## src/rtl/uart_rx_async.sv

```systemverilog
// Asynchronous UART receiver: 16x oversampled start-bit validation, 7/8 data bits LSB-first,
// optional parity, stop-bit check, delivery to a holding register or an external FIFO.
module uart_rx_async #(
  parameter int unsigned RX_FIFO = 0
) (
  input  logic       clk,
  input  logic       reset,
  input  logic       baud_clock,
  input  logic       rx,
  input  logic       bit8,
  input  logic       parity_en,
  input  logic       odd_n_even,
  input  logic       read_rx_byte,
  input  logic       clear_parity,
  input  logic       clear_framing,
  input  logic       fifo_full,
  output logic [7:0] rx_dout,
  output logic       rx_ready,
  output logic       fifo_write,
  output logic       parity_err,
  output logic       framing_err,
  output logic       overflow
);

  typedef enum logic [2:0] {
    RX_IDLE,
    RX_DATA,
    RX_PARITY,
    RX_STOP,
    RX_BREAK
  } state_e;

  state_e     state_q, state_d;
  logic       rx_meta_q, rx_s_q;
  logic [3:0] cnt_q, cnt_d;
  logic [2:0] bitcnt_q, bitcnt_d;
  logic [7:0] shift_q, shift_d;
  logic       par_q, par_d;
  logic       par_bad_q, par_bad_d;
  logic       frame_bad_q, frame_bad_d;
  logic       deliver_q, deliver_d;
  logic [7:0] rx_dout_q, rx_dout_d;
  logic       rx_ready_q, rx_ready_d;
  logic       fifo_write_q, fifo_write_d;
  logic       parity_err_q, parity_err_d;
  logic       framing_err_q, framing_err_d;
  logic       overflow_q, overflow_d;

  logic [2:0] last_bit;
  logic [7:0] rx_byte;
  logic       bit_centre;

  assign last_bit   = bit8 ? 3'd7 : 3'd6;
  assign bit_centre = baud_clock && (cnt_q == 4'hf);
  // 7-bit frames leave the first data bit one position above the LSB
  assign rx_byte    = bit8 ? shift_q : {1'b0, shift_q[7:1]};

  // Frame sequencing: every transition is qualified by baud_clock
  always_comb begin
    state_d     = state_q;
    cnt_d       = cnt_q;
    bitcnt_d    = bitcnt_q;
    shift_d     = shift_q;
    par_d       = par_q;
    par_bad_d   = par_bad_q;
    frame_bad_d = frame_bad_q;
    deliver_d   = 1'b0;
    if (baud_clock) begin
      case (state_q)
        RX_IDLE: begin
          if (rx_s_q) begin
            cnt_d = '0;
          end else if (cnt_q == 4'd7) begin
            cnt_d     = '0;
            bitcnt_d  = '0;
            shift_d   = '0;
            par_d     = 1'b0;
            par_bad_d = 1'b0;
            state_d   = RX_DATA;
          end else begin
            cnt_d = cnt_q + 4'd1;
          end
        end
        RX_DATA: begin
          cnt_d = cnt_q + 4'd1;
          if (bit_centre) begin
            shift_d  = {rx_s_q, shift_q[7:1]};
            par_d    = par_q ^ rx_s_q;
            bitcnt_d = bitcnt_q + 3'd1;
            if (bitcnt_q == last_bit) begin
              state_d = parity_en ? RX_PARITY : RX_STOP;
            end
          end
        end
        RX_PARITY: begin
          cnt_d = cnt_q + 4'd1;
          if (bit_centre) begin
            par_bad_d = par_q ^ rx_s_q ^ odd_n_even;
            state_d   = RX_STOP;
          end
        end
        RX_STOP: begin
          cnt_d = cnt_q + 4'd1;
          if (bit_centre) begin
            frame_bad_d = ~rx_s_q;
            deliver_d   = 1'b1;
            state_d     = rx_s_q ? RX_IDLE : RX_BREAK;
          end
        end
        RX_BREAK: begin
          cnt_d = '0;
          if (rx_s_q) begin
            state_d = RX_IDLE;
          end
        end
        default: begin
          cnt_d   = '0;
          state_d = RX_IDLE;
        end
      endcase
    end
  end

  // Delivery and sticky flags: a set in the delivery cycle overrides a clear
  always_comb begin
    rx_dout_d     = rx_dout_q;
    rx_ready_d    = rx_ready_q;
    fifo_write_d  = 1'b0;
    parity_err_d  = parity_err_q;
    framing_err_d = framing_err_q;
    overflow_d    = overflow_q;
    if (clear_parity) parity_err_d = 1'b0;
    if (clear_framing) framing_err_d = 1'b0;
    if (read_rx_byte) overflow_d = 1'b0;
    if (deliver_q && par_bad_q) parity_err_d = 1'b1;
    if (deliver_q && frame_bad_q) framing_err_d = 1'b1;
    if (RX_FIFO == 0) begin
      if (deliver_q) begin
        if (!rx_ready_q || read_rx_byte) begin
          rx_dout_d  = rx_byte;
          rx_ready_d = 1'b1;
        end else begin
          overflow_d = 1'b1;
        end
      end else if (read_rx_byte) begin
        rx_ready_d = 1'b0;
      end
    end else begin
      rx_ready_d = 1'b0;
      if (deliver_q) begin
        if (!fifo_full) begin
          fifo_write_d = 1'b1;
          rx_dout_d    = rx_byte;
        end else begin
          overflow_d = 1'b1;
        end
      end
    end
  end

  always_ff @(posedge clk) begin
    if (reset) begin
      rx_meta_q     <= 1'b1;
      rx_s_q        <= 1'b1;
      state_q       <= RX_IDLE;
      cnt_q         <= '0;
      bitcnt_q      <= '0;
      shift_q       <= '0;
      par_q         <= 1'b0;
      par_bad_q     <= 1'b0;
      frame_bad_q   <= 1'b0;
      deliver_q     <= 1'b0;
      rx_dout_q     <= '0;
      rx_ready_q    <= 1'b0;
      fifo_write_q  <= 1'b0;
      parity_err_q  <= 1'b0;
      framing_err_q <= 1'b0;
      overflow_q    <= 1'b0;
    end else begin
      rx_meta_q     <= rx;
      rx_s_q        <= rx_meta_q;
      state_q       <= state_d;
      cnt_q         <= cnt_d;
      bitcnt_q      <= bitcnt_d;
      shift_q       <= shift_d;
      par_q         <= par_d;
      par_bad_q     <= par_bad_d;
      frame_bad_q   <= frame_bad_d;
      deliver_q     <= deliver_d;
      rx_dout_q     <= rx_dout_d;
      rx_ready_q    <= rx_ready_d;
      fifo_write_q  <= fifo_write_d;
      parity_err_q  <= parity_err_d;
      framing_err_q <= framing_err_d;
      overflow_q    <= overflow_d;
    end
  end

  assign rx_dout     = rx_dout_q;
  assign rx_ready    = rx_ready_q;
  assign fifo_write  = fifo_write_q;
  assign parity_err  = parity_err_q;
  assign framing_err = framing_err_q;
  assign overflow    = overflow_q;

endmodule

```

## config.mk

```make
export PLATFORM = sky130hd
export DESIGN_NAME = uart_rx_async
export DESIGN_NICKNAME = d
export VERILOG_FILES = /design/src/rtl/uart_rx_async.sv
export SDC_FILE = /design/constraint.sdc
export NUM_CORES = 1
export LEC_CHECK = 0
export ABC_AREA = 1
export CAP_MARGIN = 10
export CORE_ASPECT_RATIO = 2
export CORE_MARGIN = 4
export CORE_UTILIZATION = 44
export CTS_CLUSTER_SIZE = 20
export DETAILED_ROUTE_END_ITERATION = 10
export HOLD_SLACK_MARGIN = 0.06
export PLACE_DENSITY = 0.69
export SETUP_SLACK_MARGIN = 0.4
export SYNTH_ARGS = -nofsm -noshare
export SYNTH_HDL_FRONTEND = slang
export SYNTH_SLANG_ARGS = --single-unit
```

## constraint.sdc

```tcl
create_clock -name clk -period 2.1 [get_ports clk]
set_input_delay 0.42 -clock clk [delete_from_list [all_inputs] [get_ports clk]]
set_output_delay 0.42 -clock clk [all_outputs]
set_load 0.02 [all_outputs]
```

==> summary.md <==
| Metric | Value |
|---|---|
| Status | finished, final reports clean |
| CP Max Fanout | 2 |
| Synth top area cells | dfxtp_1 41%, nand2_1 14%, nor2_1 6.0% |
| CP Launch Type | register |
| Final setup violation count | 0 |
| Final-report max-slew violation count | 0 |
| Unrepaired setup endpoints after global routing | false |
| Ports | 24 |
| Critical path arrival | 1240 ps |
| GRT Total Usage | 0.162 |
| CP Data Required Time | 1680 ps |
| Fin crit period | 1660 ps |
| Setup crit end kind | primary output |
| Hold path start | rx_meta_q$_SDFF_PP1_ |
| Final hold vios | 0 |
| Critical path buffers and inverters | 1 |
| Clock Skew | 2.28 ps |
| Placed insts | 319 |
| Full die area | 0.00510 mm^2 |
| Die Ht | 97.1 um |
| Vias in the first global route | 1596 |
| Antenna violations before repair | 0 |
| Final ANT Viol Nets | 0 |
| Post-Syn Area per Cell | 6.98 um^2 |
| Leakage dissipation | 0.890 nW |
| DRT Pass-1 Iters | 4 |
| R2r setup slk | 520 ps |
| CP max stage cell | clkdlybuf4s50_1 |
| Core box area | 0.00384 mm^2 |
| Largest net degree at the start of global routing | 19 |
| Final wirelength | 3.84 mm |
| Fmax | 604 MHz |
| CTS tree | yes |
| First-pass GRT wire length | 6.42 mm |
| Placed Instance Area | 0.00202 mm^2 |
| Hold Crit Class | reg2reg |
| CTS Buffer Depth | 2 |
| DP HPWL | 2.80 mm |
| Critical path's top delay family | buffers and inverters |
| Synth area leader | dfxtp_1 |
| Mapped Area | 0.00175 mm^2 |
| CP peak stage delay | 610 ps |
| # nets final | 291 |
| Initial Util | 0.454 |
| Share of layout cells above drive strength 1 | 0.143 |
| CP Cell Sequence | clkdlybuf4s50_1 |
| Synth warn | 0 |
| Gpl congestion | 0.921 |
| Top cell type's share of synthesized area | 0.413 |
| Crit share post-route | 0.788 |
| Synth-to-layout area growth | 26.3% |
| CTS buffer count | 5 |
| Pwr dens | 611 mW/mm^2 |
| Die width | 52.5 um |
| H-tree level count | 2 |
| WS Path Type | reg2out |
| Sequential area share after synthesis | 0.413 |
| Gr ovfl total | 0 |
| Critical Path Source | rx_dout[1]$_SDFFE_PP0P_ |
| DRC | 0 |
| Root buffer cell | clkbuf_8 |
| Worst R2R Start | cnt_q[0]$_SDFFE_PP0P_ |
| Synthesized flop and latch total | 36 |
| First DRT Iteration DRCs | 29 |
| Finished Layout Cells | 330 |
| Most frequent cells in the layout | 66 x nand2_1, 34 x dfxtp_1, 27 x inv_1, 27 x nor2_1, 20 x clkdlybuf4s50_1 |
| Vias | 1629 |
| DP Worst Slack | 146 ps |
| Max_cap viols | 0 |
| Setup ws final | 444 ps |
| VDD IR max | 448 uV |
| Post-synthesis cell type count | 29 |
| Synthesized instance count | 250 |
| Setup_tns | 0 ps |
| Row cnt | 32 |
| Final instance area | 0.00220 mm^2 |
| Reg clk slew, reported paths | 70 ps |
| Relative slew margins | 0.664 |
| Mapped Nets | 263 |
| CTS Sinks | 36 |
| Routed len/inst | 11.6 um |
| Tightest Pin Transition | 504 ps |
| Hold-fix buffers, CTS | 0 |
| Design Power | 1.35 mW |
| N_diodes | 0 |
| Clock Latency Late Sink | 280 ps |
| I/O Buffers | 21 |
| Via/cell ratio | 4.94 |
| Commonest non-fill, non-tap cell in the layout | nand2_1 |
==> routing by layer <==
metal,global-route usage,vias up,part of all wire
li1,-,849,-
met1,0.175,740,0.39
met3,0.0323,11,0.031
met2,0.279,29,0.55
met4,0.0906,0,0.031
met5,0,-,0
==> area by class of cell <==
cell class                      instances  area, um^2
Multi-Input combinational cell        175         873
Inverter                               32         120
Fill cell                             392        1640
Clock buffer                            6        72.6
Clock inverter                          2        35.0
Timing Repair Buffer                   28         317
Tap cell                               51        63.8
Sequential cell                        36         723
==> worst reg2reg max path: stages (launching register included) <==
cell and delay [ps]:
dfxtp_2 340, ha_2 190, nand2_1 80, clkinv_1 80, nand2_2 80, nand2_4 90
nand2_4 70, nor2_8 190, clkbuf_16 180, nand2_1 40, o21ai_1 80, nor2_1 50
==> cells by family (layout without fill, tap and decap cells) <==
logic type                 Yosys count  count (layout)  share of synthesized area
adders and majority gates            2               2                     0.0143
DFF                                 36              36                      0.413
AOI/OAI and AO/OA                   49              49                      0.153
buffers and inverters               39              68                     0.0953
other                                1               1                    0.00215
xor gates and xnor gates             2               2                     0.0100
and+or+nand+nor                    121             121                      0.313
==> repair_timing <==
item / in CTS / in global routing
gates resized for setup: 0 / 8
setup endpoints to repair: 0 / 14
buffers inserted: 0 / 1
==> cell usage after synthesis <==
| cell | instances |
|---|---|
| clkinv_1 | 1 |
| conb_1 | 1 |
| dfxtp_1 | 36 |
| clkbuf_1 | 2 |
| buf_4 | 1 |
| inv_1 | 27 |
| a21oi_2 | 2 |
| buf_6 | 2 |
| ha_1 | 2 |
| nand3_1 | 11 |
| a31oi_1 | 7 |
| or2_2 | 2 |
| nand2_2 | 7 |
| o22ai_1 | 2 |
| nand2_1 | 66 |
| nor2_4 | 2 |
| inv_2 | 4 |
| nand3_2 | 1 |
| buf_1 | 1 |
| o21ai_0 | 13 |
| a21oi_1 | 14 |
| o21ai_1 | 10 |
| xnor2_1 | 2 |
| nand4_1 | 1 |
| nor2_8 | 1 |
| a211oi_1 | 1 |
| buf_2 | 1 |
| nor2_1 | 28 |
| nand2_4 | 2 |
==> per-stage QoR <==
stage | hold WS, ps | util
final | 418 | 0.574
after global routing | 458 | 0.574
after CTS | 421 | 0.552
after detailed placement | 403 | 0.524
after global placement | 399 | 0.524
after floorplan | 389 | -
==> state kept, by name (all words and copies together), names as in the netlist, 3 cells and up <==
name and count:
bitcnt_q 3, rx_dout 8, cnt_q 4, shift_q 8, state_q 3
==> final timing paths <==
check | to | cells past startpoint
max | rx_dout[1] | 1
min | rx_s_q$_SDFF_PP1_ | 1
max reg2reg | shift_q[6]$_SDFFE_PP0P_ | 11
min reg2reg | rx_s_q$_SDFF_PP1_ | 1
==> where the power goes <==
part           switching (mW)  internal, mW  leakage [nW]  total [mW]
clock                   0.243         0.352        0.0552       0.595
combinational          0.0354        0.0281         0.544      0.0635
sequential            0.00251         0.685         0.291       0.688
total                   0.281          1.07         0.890        1.35
No activity file was read; power rests on OpenSTA's default activity.
